<file path="src/rtl/mult_seq_ctrl.sv">
// Sequencer for a 4x4-multiplier-based 8x8 multiply: four partial products, then done.
// Define MULT_SEQ_CTRL_ABORT_EN to add the abort input.
module mult_seq_ctrl #(
    parameter int unsigned DONE_PULSE = 0
) (
    input  logic       clk,
    input  logic       reset_a,
`ifdef MULT_SEQ_CTRL_ABORT_EN
    input  logic       abort,
`endif
    input  logic       start,
    output logic [1:0] input_sel,
    output logic [1:0] shift_sel,
    output logic       acc_clr,
    output logic       acc_en,
    output logic       done_flag,
    output logic       busy,
    output logic [2:0] state_out
);

    localparam logic [2:0] S_IDLE = 3'b000;
    localparam logic [2:0] S_LSB  = 3'b001;
    localparam logic [2:0] S_MID  = 3'b010;
    localparam logic [2:0] S_MSB  = 3'b011;
    localparam logic [2:0] S_DONE = 3'b100;
    localparam logic [2:0] S_ERR  = 3'b101;

    logic [2:0] state_q;
    logic [2:0] state_d;
    logic [1:0] cnt_q;
    logic [1:0] cnt_d;
    logic       run_q;
    logic       run_d;

    assign run_q = (state_q == S_LSB) || (state_q == S_MID) ||
                   (state_q == S_MSB);
    assign run_d = (state_d == S_LSB) || (state_d == S_MID) ||
                   (state_d == S_MSB);

    // Count only advances while staying inside the multiply run.
    assign cnt_d = (run_q && run_d) ? cnt_q + 2'd1 : 2'd0;

    always_ff @(posedge clk or posedge reset_a) begin
        if (reset_a) begin
            state_q <= S_IDLE;
            cnt_q   <= 2'd0;
        end else begin
            state_q <= state_d;
            cnt_q   <= cnt_d;
        end
    end

    always_comb begin
        state_d = S_IDLE;
        unique case (state_q)
            S_IDLE: state_d = start ? S_LSB : S_IDLE;
            S_LSB:  state_d = start ? S_ERR : S_MID;
            S_MID: begin
                if (start)
                    state_d = S_ERR;
                else if (cnt_q == 2'd1)
                    state_d = S_MID;
                else
                    state_d = S_MSB;
            end
            S_MSB:  state_d = start ? S_ERR : S_DONE;
            S_DONE: begin
                if (start)
                    state_d = S_LSB;
                else if (DONE_PULSE != 0)
                    state_d = S_IDLE;
                else
                    state_d = S_DONE;
            end
            S_ERR:  state_d = start ? S_ERR : S_IDLE;
            default: state_d = S_IDLE;
        endcase
`ifdef MULT_SEQ_CTRL_ABORT_EN
        if (abort)
            state_d = S_IDLE;
`endif
    end

    always_comb begin
        input_sel = 2'b00;
        shift_sel = 2'd0;
        acc_clr   = 1'b0;
        acc_en    = 1'b0;
        done_flag = 1'b0;
        busy      = 1'b0;
        state_out = state_q;
        unique case (1'b1)
            run_q: begin
                input_sel = cnt_q;
                acc_en    = 1'b1;
                busy      = 1'b1;
                acc_clr   = (state_q == S_LSB);
                unique case (cnt_q)
                    2'd0:       shift_sel = 2'd0;
                    2'd1, 2'd2: shift_sel = 2'd1;
                    default:    shift_sel = 2'd2;
                endcase
            end
            (state_q == S_DONE): done_flag = 1'b1;
            default: ;
        endcase
    end

endmodule

</file>
<file path="config.mk">
export PLATFORM = sky130hd
export DESIGN_NAME = mult_seq_ctrl
export DESIGN_NICKNAME = d
export VERILOG_FILES = /design/src/rtl/mult_seq_ctrl.sv
export SDC_FILE = /design/constraint.sdc
export NUM_CORES = 1
export LEC_CHECK = 0
export BUFFER_PORTS_ARGS = -buffer_cell sky130_fd_sc_hd__buf_2
export CAP_MARGIN = 15
export CORE_AREA = 2 2 39 41
export DETAILED_ROUTE_END_ITERATION = 10
export DIE_AREA = 0 0 41 43
export PLACE_DENSITY_LB_ADDON = 0.15
export SLEW_MARGIN = 0
export SYNTH_ARGS = -nofsm -noshare
export SYNTH_HDL_FRONTEND = slang
export SYNTH_SLANG_ARGS = --single-unit
</file>
<file path="constraint.sdc">
create_clock -name clk -period 1.3 [get_ports clk]
set_clock_uncertainty 0.05 [all_clocks]
set_input_delay 0.13 -clock clk [delete_from_list [all_inputs] [get_ports clk]]
set_output_delay 0.13 -clock clk [all_outputs]
set_load 0.01 [all_outputs]
</file>
==> flow_summary_export.csv, run 1 <==
group,metric,value,unit
placement,globalplace.congestion,0.805,
worst_hold_path,hold_path_class,"in2reg",
cts,clk_pin_slew_worst_paths,0.05,ns
setup_path,cpPeakStageDelay,0.38,ns
setup_path,worst_setup_path_end_kind,"output pin",
finish,instances_no_fill,76,
synthesis,synth_async_sr_flop_share,100,%
power_and_ir_drop,seq_power_share,21.4,%
floorplan,core_region_area,1380,um2
power_and_ir_drop,cell_internal_pwr,0.794,mW
finish,final.fill_count,132,
synthesis,synth-seq-area-share,38.8,%
floorplan,fp-row-count,14,
power_and_ir_drop,total_power,1.25,mW
placement,placed_instances,60,
finish,ratio_of_cells_with_drive_above_1_in_the_final_layout,76.7,%
synthesis,yosys-top-cells-area,"sky130_fd_sc_hd__dfrtp_1 (39%), sky130_fd_sc_hd__ha_1 (7.8%), sky130_fd_sc_hd__and2_1 (5.8%), sky130_fd_sc_hd__nor3_1 (4.7%), sky130_fd_sc_hd__nor3b_1 (4.7%)",
global_routing,first_global_vias,309,
timing,slew_headroom,84.0,%
cts,clockRootBuffer,"sky130_fd_sc_hd__clkbuf_4",
placement,post-dp-hpwl,566,um
floorplan,floorplan.initialDensity,23.3,%
setup_path,crit_slowest_cell,"sky130_fd_sc_hd__dfrtp_1",
setup_path,timing.critical_path.max_delay_family,"flip-flops",
power_and_ir_drop,powerDensity,1930,nW/um2
synthesis,synth-seq-cells,5,
setup_path,crit_type,"reg2out",
synthesis,ys.warnings.count,0,
power_and_ir_drop,net-switching-power,0.458,mW
global_routing,grt_overflow,0,
setup_path,worst-path-max-fanout,2,
finish,antenna_cells,0,
timing,final-max-slew-violation-count,0,
timing,report.final.hold_viol_count,0,
cts,clock_insertion_delay_worst_skew,0.26,ns
synthesis,count_of_flip_flops_with_a_built_in_enable_after_synthesis,0,
finish,multi_input_comb_area,234,um2
timing,timing.final.ws_setup,-0.134,ns
synthesis,synth_area,323,um2
floorplan,die-area,1760,um2
drt,drtPass1Iterations,2,
synthesis,post_synth_inst_count,32,
synthesis,yosysTopAreaCellShare,38.8,%
drt,detail_route.wl_per_cell,13.0,um
timing,max_freq,0.697,GHz
finish,layout.nets,66,
global_routing,antenna_found_initial,0,
synthesis,synth.lib_cells_used.distinct,18,
synthesis,ys.flop_type,"sky130_fd_sc_hd__dfrtp_1",
drt,detail-route-antenna-nets,0,
synthesis,synth_area_per_cell,10.1,um2
global_routing,global_route_wire_length_before_repair,1440,um
setup_path,critical_path.reg2reg.startpoint,"state_out[1]$_DFF_PP0_",
global_routing,grt_start_max_net_pins,8,
drt,vias_per_cell,4.42,
setup_path,crit_buf_inv,2,
power_and_ir_drop,power_frac_clock,15.6,%
status,status,"complete, but fails checks",
synthesis,synth_most_common_cell,"sky130_fd_sc_hd__dfrtp_1",
setup_path,timing.critical_path.from,"cnt_q[1]$_DFF_PP0_",
timing,finalCritPeriodShare,110,%
synthesis,netlist_top_cells_count,"sky130_fd_sc_hd__dfrtp_1 (5), sky130_fd_sc_hd__and2_1 (3), sky130_fd_sc_hd__nor3_1 (3)",
cts,cts_sinks,5,
cts,tritoncts_clock_tree,"done",
drt,via_count,336,
worst_hold_path,timing.hold.worst.start,"start",
floorplan,pin_count,14,
drt,totalWireLength,985,um
power_and_ir_drop,power.switching_fraction,36.6,%
cts,htree_num_levels,1,
placement,placement.io_buffers,13,
timing,post-route-min-period,1.43,ns
power_and_ir_drop,power.combinational.fraction,63.0,%
setup_path,path_cells,"inv_2, ha_4, nor3_2, buf_2",
global_routing,groute.usage.overall,12.8,%
cts,cts.path.max_buffers,2,
timing,setup_viol,7,
status,violations_in_the_final_reports,"setup timing",
drt,drc,0,
floorplan,die_width,41,um
setup_path,worst_ep_required_time,1.12,ns
power_and_ir_drop,vdd_ir_drop_max,0.793,mV
timing,timing_worst_slew_pin_value,0.238,ns
synthesis,post_synth_top_area_cell,"sky130_fd_sc_hd__dfrtp_1",
drt,drtIter0Drc,3,
cts,cts_buffers,3,
job,cap_violations,0,
finish,sequential_cell_area,129,um2
timing,finalSetupTns,-0.437,ns
finish,area_growth_from_synthesis_to_layout,101,%
timing,grt_setup_unrepaired,"yes",
power_and_ir_drop,static-leakage-power,0.306,nW
setup_path,worst-endpoint-arrival,1.25,ns
floorplan,die_h,43,um
synthesis,syn_nets,37,
setup_path,timing.critical_path.from_type,"flop",
[registers in the layout, indices dropped and copies added, names as in the netlist]
signal,count
state_out,3
cnt_q,2
[logic make-up (layout without fill, tap and decap cells)]
logic type	Yosys count	count (layout)	synth area share, %
xor+xnor	1	1	2.71
fa+ha+maj	2	2	7.75
simple gates	15	15	29.8
compound gates	3	3	9.69
buf+inv	6	34	11.2
flops	5	5	38.8
[cell usage in the layout, fill, tap and decap left out, drive strengths merged]
master / instances
nand2b: 1
nor3: 3
dfrtp: 5
a2bb2oi: 1
ha: 2
clkbuf: 4
or4b: 1
o211ai: 1
nor2: 2
o21ba: 1
and2: 3
nand3b: 1
nor4: 2
inv: 2
xnor2: 1
buf: 27
nor3b: 2
dlygate4sd3: 1
[stage by stage]
step	util, %	setup WS [ns]	instance area (um2)	hold WS (ns)
5_1_grt	46.8	-0.184	648	0.0997
3_3_place_gp	29.0	0.141	402	-0.00985
4_1_cts	37.5	-0.153	519	0.0888
3_5_place_dp	29.0	0.112	402	-0.00444
2_1_floorplan	-	0.0508	323	-0.141
6_report	46.8	-0.134	648	0.0851
[cell type report]
cell class / count / share of cell area (%)
tap: 16 / 3.09
timing repair buffer: 28 / 35.7
multi-input combinational: 21 / 36.1
inverter: 2 / 1.16
clock buffer: 4 / 4.05
sequential: 5 / 19.9
[power by group through the flow]
stage	Clock, mW	Combinational (mW)	Sequential, mW
global route	0.212	0.848	0.277
global placement	0	0.400	0.254
detailed placement	0	0.396	0.263
CTS	0.196	0.597	0.251
finish	0.196	0.788	0.268
floorplan	0	0.289	0.240
[routing by layer]
layer  up-vias  routed length [um]  share of wire [%]  GRT usage, %
li1        164                   -                  -             -
met1       156                 413                 42          16.9
met2        14                 461                 47          15.3
met3         2                  85                8.6          4.71
met4         0                  24                2.4          11.3
met5         -                   0                  0             0
[timing repair]
action                                  CTS  global route
hold endpoints to repair                  5             0
hold buffers                              1             0
pin swaps                                 2             9
buffers inserted                          6             5
gates cloned                              0             0
gates resized for setup                  10            19
endpoints found under the setup margin    8             9
[worst paths after layout]
| check | end | slack [ns] | cells after the start |
|---|---|---|---|
| max in group asynchronous | state_out[0]$_DFF_PP0_ | 0.72 | 3 |
| max | shift_sel[0] | -0.13 | 4 |
| max reg2reg | state_out[2]$_DFF_PP0_ | 0.02 | 3 |
| min | state_out[1]$_DFF_PP0_ | 0.09 | 2 |
| min reg2reg | state_out[1]$_DFF_PP0_ | 0.56 | 2 |
| min in group asynchronous | cnt_q[1]$_DFF_PP0_ | 0.27 | 3 |
No activity file was read; power rests on OpenSTA's default activity.
==> inputs of run 2 (changes only) <==
--- a/config.mk
+++ b/config.mk
@@ -7,9 +7,11 @@
 export LEC_CHECK = 0
 export BUFFER_PORTS_ARGS = -buffer_cell sky130_fd_sc_hd__buf_2
 export CAP_MARGIN = 15
-export CORE_AREA = 2 2 39 41
+export CELL_PAD_IN_SITES_DETAIL_PLACEMENT = 1
+export CELL_PAD_IN_SITES_GLOBAL_PLACEMENT = 2
+export CORE_MARGIN = 2
+export CORE_UTILIZATION = 24
 export DETAILED_ROUTE_END_ITERATION = 10
-export DIE_AREA = 0 0 41 43
 export PLACE_DENSITY_LB_ADDON = 0.15
 export SLEW_MARGIN = 0
 export SYNTH_ARGS = -nofsm -noshare
==> run 2 against run 1 <==
The run still ends with setup timing left. Setup slack better by 0.014 ns. Final cell count is 1.3% lower. Non-clock buffer count unchanged. Largest power group unchanged. Via count is 1.5% higher. Critical endpoint unchanged. Hold slack better by 0.018 ns. Critical path type unchanged. Highest routed layer unchanged.
==> flow_summary_export.csv, run 2 (synthesis gave the netlist of run 1 again) <==
group,metric,value,unit
status,status,"complete, but fails checks",
status,violations_in_the_final_reports,"setup timing",
finish,antenna_cells,0,
job,cap_violations,0,
finish,instances_no_fill,75,
setup_path,crit_type,"reg2out",
power_and_ir_drop,static-leakage-power,0.303,nW
timing,final-max-slew-violation-count,0,
global_routing,grt_util_met2,28.2,%
floorplan,die-area,1650,um2
power_and_ir_drop,vdd_ir_drop_max,0.788,mV
floorplan,pin_count,14,
floorplan,die_h,40.7,um
placement,placed_instances,58,
cts,clockRootBuffer,"sky130_fd_sc_hd__clkbuf_4",
setup_path,worst-path-max-fanout,2,
timing,grt_setup_unrepaired,"yes",
global_routing,grt_overflow,0,
drt,detail-route-antenna-nets,0,
finish,layout.cells.most_common,"sky130_fd_sc_hd__buf_2",
worst_hold_path,hold_path_class,"in2reg",
drt,detail_route.wl_per_cell,15.5,um
global_routing,most_utilized_layer_in_the_global_route_result,"met2",
power_and_ir_drop,powerDensity,1890,nW/um2
drt,drtPass1Iterations,2,
setup_path,cpPeakStageDelay,0.39,ns
setup_path,worst_setup_path_end_kind,"output pin",
cts,clock_insertion_delay_worst_skew,0.25,ns
setup_path,timing.critical_path.max_delay_family,"flip-flops",
setup_path,crit_buf_inv,2,
drt,drtIter0Drc,1,
finish,finish.utilization,49.5,%
setup_path,worst_ep_required_time,1.12,ns
floorplan,fp-row-count,13,
cts,cts_buffers,3,
finish,area_growth_from_synthesis_to_layout,96.9,%
global_routing,globalRouteMet1Util,20.7,%
timing,timing.final.ws_setup,-0.121,ns
finish,largest_register_ff_count,3,
drt,via_count,341,
global_routing,grt_start_max_net_pins,8,
floorplan,core_region_area,1280,um2
global_routing,first_global_vias,365,
global_routing,global_route_wire_length_before_repair,1730,um
timing,timing_worst_slew_pin_value,0.265,ns
floorplan,die_width,40.7,um
timing,slew_headroom,82.2,%
placement,placement.io_buffers,13,
cts,clk_pin_slew_worst_paths,0.05,ns
placement,post-dp-hpwl,644,um
timing,hold-worst-slack,0.103,ns
timing,report.final.hold_viol_count,0,
cts,cts.path.max_buffers,2,
drt,drc,0,
cts,tritoncts_clock_tree,"done",
setup_path,timing.critical_path.from_type,"flop",
setup_path,crit_slowest_cell,"sky130_fd_sc_hd__dfrtp_1",
finish,layout.nets,66,
finish,commonest_cells_after_routing_fill_and_taps_aside,"sky130_fd_sc_hd__buf_2 (11), sky130_fd_sc_hd__buf_6 (8), sky130_fd_sc_hd__buf_4 (8), sky130_fd_sc_hd__clkbuf_4 (3), sky130_fd_sc_hd__dfrtp_1 (3)",
setup_path,worst-endpoint-arrival,1.24,ns
placement,globalplace.congestion,0.722,
setup_path,path_cells,"inv_2, ha_4, nor3_2, buf_2",
drt,vias_per_cell,4.55,
global_routing,grt_util_met3,4.89,%
timing,setup_viol,7,
timing,finalSetupTns,-0.423,ns
global_routing,groute.usage.overall,17.5,%
finish,ratio_of_cells_with_drive_above_1_in_the_final_layout,76.7,%
timing,finalCritPeriodShare,109,%
timing,post-route-min-period,1.42,ns
floorplan,floorplan.initialDensity,25.1,%
cts,cts_sinks,5,
timing,max_freq,0.704,GHz
global_routing,antenna_found_initial,0,
cts,htree_num_levels,1,
drt,totalWireLength,1170,um
-- run 2: report_power, final --
part | leakage [nW] | switching (mW) | internal, mW
sequential | 0.0622 | 0.0718 | 0.201
combinational | 0.225 | 0.323 | 0.416
clock | 0.0150 | 0.0735 | 0.117
total | 0.303 | 0.468 | 0.734
-- run 2: worst paths after layout --
kind	depth (start not counted)	slack, ns	endpoint	startpoint
min in group asynchronous	3	0.29	cnt_q[0]$_DFF_PP0_	reset_a
min reg2reg	2	0.56	cnt_q[0]$_DFF_PP0_	state_out[2]$_DFF_PP0_
max	4	-0.12	shift_sel[0]	cnt_q[1]$_DFF_PP0_
max in group asynchronous	3	0.70	state_out[0]$_DFF_PP0_	reset_a
min	2	0.10	cnt_q[1]$_DFF_PP0_	start
max reg2reg	3	-0.02	state_out[2]$_DFF_PP0_	state_out[1]$_DFF_PP0_
-- run 2: routing by layer --
layer  vias up  part of all wire (%)
met3         2                   3.1
met5         -                     0
li1        164                     -
met2         7                    54
met4         0                   1.0
met1       168                    41
-- run 2: stage by stage --
stage	total power, mW	setup slack (ns)	cell area, um2
after global placement	0.643	0.109	393
after global routing	1.28	-0.165	636
final	1.20	-0.121	636
after CTS	1.10	-0.106	584
after detailed placement	0.660	0.0645	393
after floorplan	0.529	0.0508	323
-- run 2: area by class of cell --
type                    instances  area [um2]
well taps                      15        18.8
multi-input cells              21         240
fillers                       149         649
clock buffers                   4        26.3
flip-flops and latches          5         128
inverters                       2        7.51
repair buffers                 28         215
-- run 2: repair_timing --
item	CTS	global route
endpoints found under the hold margin	5	0
hold buffers	1	0
pin swaps	9	6
setup buffers	10	2
gates resized for setup	19	7
endpoints found under the setup margin	8	7
==> inputs of run 3 (changes only) <==
--- a/config.mk
+++ b/config.mk
@@ -17,3 +17,4 @@
 export SYNTH_ARGS = -nofsm -noshare
 export SYNTH_HDL_FRONTEND = slang
 export SYNTH_SLANG_ARGS = --single-unit
+export TNS_END_PERCENT = 50
==> run 3 against run 2 <==
The flow still finishes with violations (setup timing). Sequential share of layout area grew 0.69 points. Combinational power decreased by 7.2%. Via count down 0.88%. Critical path depth is the same. Setup slack gained 0.014 ns. Cell area shrank 2.4%. Sequential power barely moved. Critical endpoint unchanged.
==> flow_summary_export.csv, run 3 (synthesis gave the netlist of run 1 again) <==
group,metric,value,unit
status,status,"complete, but fails checks",
status,violations_in_the_final_reports,"setup timing",
drt,totalWireLength,1150,um
global_routing,groute.usage.overall,17.7,%
cts,cts_buffers,3,
finish,layout.nets,64,
finish,final.fill_count,155,
setup_path,critical_path_depth,4,
timing,setup_viol,7,
floorplan,fp-row-count,13,
power_and_ir_drop,power_frac_clock,16.5,%
cts,clock_insertion_delay_worst_skew,0.24,ns
timing,final-max-slew-violation-count,0,
floorplan,die-area,1650,um2
power_and_ir_drop,power.combinational.fraction,59.7,%
placement,placed_instances,58,
setup_path,cp-endpoint,"shift_sel[0]",
timing,finalCritPeriodShare,108,%
finish,largest_register_ff_count,3,
finish,ratio_of_cells_with_drive_above_1_in_the_final_layout,77.6,%
floorplan,die_width,40.7,um
floorplan,floorplan.initialDensity,25.1,%
power_and_ir_drop,power.switching_fraction,39.0,%
setup_path,path_cells,"inv_2, ha_4, nor3_2, buf_2",
setup_path,crit_buf_inv,2,
finish,multi_input_comb_area,240,um2
cts,cts_sinks,5,
drt,detail_route.wl_per_cell,15.8,um
setup_path,worst-path-max-fanout,2,
finish,commonest_cells_after_routing_fill_and_taps_aside,"sky130_fd_sc_hd__buf_2 (10), sky130_fd_sc_hd__buf_4 (8), sky130_fd_sc_hd__buf_6 (7), sky130_fd_sc_hd__clkbuf_4 (3), sky130_fd_sc_hd__dfrtp_2 (3)",
finish,finish.utilization,48.3,%
finish,sequential_cell_area,129,um2
timing,post-route-min-period,1.41,ns
setup_path,worst-endpoint-arrival,1.23,ns
power_and_ir_drop,vdd_ir_drop_max,0.589,mV
placement,placement.io_buffers,13,
job,cap_violations,0,
timing,grt_setup_unrepaired,"yes",
global_routing,first_global_vias,361,
global_routing,antenna_found_initial,0,
placement,globalplace.congestion,0.722,
global_routing,global_route_wire_length_before_repair,1750,um
placement,post-dp-hpwl,644,um
global_routing,grt_overflow,0,
floorplan,die_h,40.7,um
power_and_ir_drop,cell_internal_pwr,0.700,mW
timing,max_freq,0.711,GHz
cts,clk_pin_slew_worst_paths,0.05,ns
setup_path,worst_ep_required_time,1.12,ns
drt,drtIter0Drc,1,
setup_path,timing.critical_path.from,"cnt_q[1]$_DFF_PP0_",
timing,timing_worst_slew_pin_value,0.245,ns
timing,slew_headroom,83.6,%
timing,timing.final.ws_setup,-0.107,ns
drt,detail-route-antenna-nets,0,
power_and_ir_drop,net-switching-power,0.447,mW
worst_hold_path,hold_path_class,"in2reg",
global_routing,grt_start_max_net_pins,9,
drt,vias_per_cell,4.63,
cts,cts.path.max_buffers,2,
drt,drtPass1Iterations,2,
drt,drc,0,
drt,via_count,338,
timing,hold-worst-slack,0.104,ns
setup_path,ff2ff_path_depth,3,
setup_path,reg2reg_to,"state_out[2]$_DFF_PP0_",
cts,tritoncts_clock_tree,"done",
setup_path,crit_slowest_cell,"sky130_fd_sc_hd__dfrtp_1",
floorplan,core_region_area,1280,um2
setup_path,worst_setup_path_end_kind,"output pin",
finish,instances_no_fill,73,
setup_path,critical_path.reg2reg.startpoint,"state_out[1]$_DFF_PP0_",
setup_path,timing.critical_path.max_delay_family,"flip-flops",
finish,layout.cells.most_common,"sky130_fd_sc_hd__buf_2",
cts,htree_num_levels,1,
finish,antenna_cells,0,
timing,report.final.hold_viol_count,0,
power_and_ir_drop,seq_power_share,23.8,%
setup_path,timing.critical_path.from_type,"flop",
power_and_ir_drop,powerDensity,1850,nW/um2
worst_hold_path,timing.hold.worst.start,"start",
setup_path,crit_type,"reg2out",
cts,clockRootBuffer,"sky130_fd_sc_hd__clkbuf_4",
setup_path,rrSetupSlack,-0.01,ns
power_and_ir_drop,static-leakage-power,0.289,nW
setup_path,cpPeakStageDelay,0.39,ns
floorplan,pin_count,14,
finish,area_growth_from_synthesis_to_layout,92.2,%
[run 3: changes by cell type in the layout (fill, tap and decap cells not counted)]
cell / delta
sky130_fd_sc_hd__buf_2: -1
sky130_fd_sc_hd__buf_6: -1
sky130_fd_sc_hd__dfrtp_1: -1
sky130_fd_sc_hd__dfrtp_2: +1
[run 3: worst min-delay path by stage]
stage | to | slack (ns) | cells past startpoint
floorplan | cnt_q[0]$_DFF_PP0_ | -0.14 | 1
global placement | state_out[2]$_DFF_PP0_ | -0.005 | 2
detailed placement | state_out[2]$_DFF_PP0_ | -0.004 | 2
CTS | state_out[1]$_DFF_PP0_ | 0.09 | 2
global route | cnt_q[1]$_DFF_PP0_ | 0.11 | 2
finish | cnt_q[1]$_DFF_PP0_ | 0.10 | 2
[run 3: area by class of cell]
class / instances / share of cell area (%)
well taps: 15 / 3.02
inverters: 2 / 1.21
repair buffers: 26 / 32.1
multi-input cells: 21 / 38.7
clock buffers: 4 / 4.23
flip-flops and latches: 5 / 20.8
[run 3: layer usage]
metal | share of wire [%] | GRT usage [%] | vias to the layer above
met3 | 3.1 | 4.89 | 2
met5 | 0 | 0 | -
met2 | 55 | 29.4 | 7
li1 | - | - | 161
met1 | 40 | 20.3 | 168
met4 | 1.0 | 10.0 | 0
[run 3: what timing repair did]
item	4_1_cts	5_1_grt
hold buffers	1	0
pin swaps	9	4
gates resized for setup	19	7
gates cloned	0	0
endpoints found under the setup margin	8	7
setup buffers	8	2
hold endpoints to repair	5	0
[run 3: power by group through the flow]
stage | registers [mW] | clock network [mW] | logic [mW]
3_3_place_gp | 0.259 | 0 | 0.384
3_5_place_dp | 0.265 | 0 | 0.395
6_report | 0.273 | 0.189 | 0.685
4_1_cts | 0.268 | 0.191 | 0.603
2_1_floorplan | 0.240 | 0 | 0.289
5_1_grt | 0.285 | 0.198 | 0.745
[run 3: metrics by stage]
stage / setup slack (ns) / setup TNS [ns] / area [um2] / total power, mW
2_1_floorplan: 0.0508 / 0 / 323 / 0.529
3_3_place_gp: 0.109 / 0 / 393 / 0.643
3_5_place_dp: 0.0645 / 0 / 393 / 0.660
4_1_cts: -0.106 / -0.294 / 569 / 1.06
5_1_grt: -0.153 / -0.688 / 621 / 1.23
6_report: -0.107 / -0.360 / 621 / 1.15
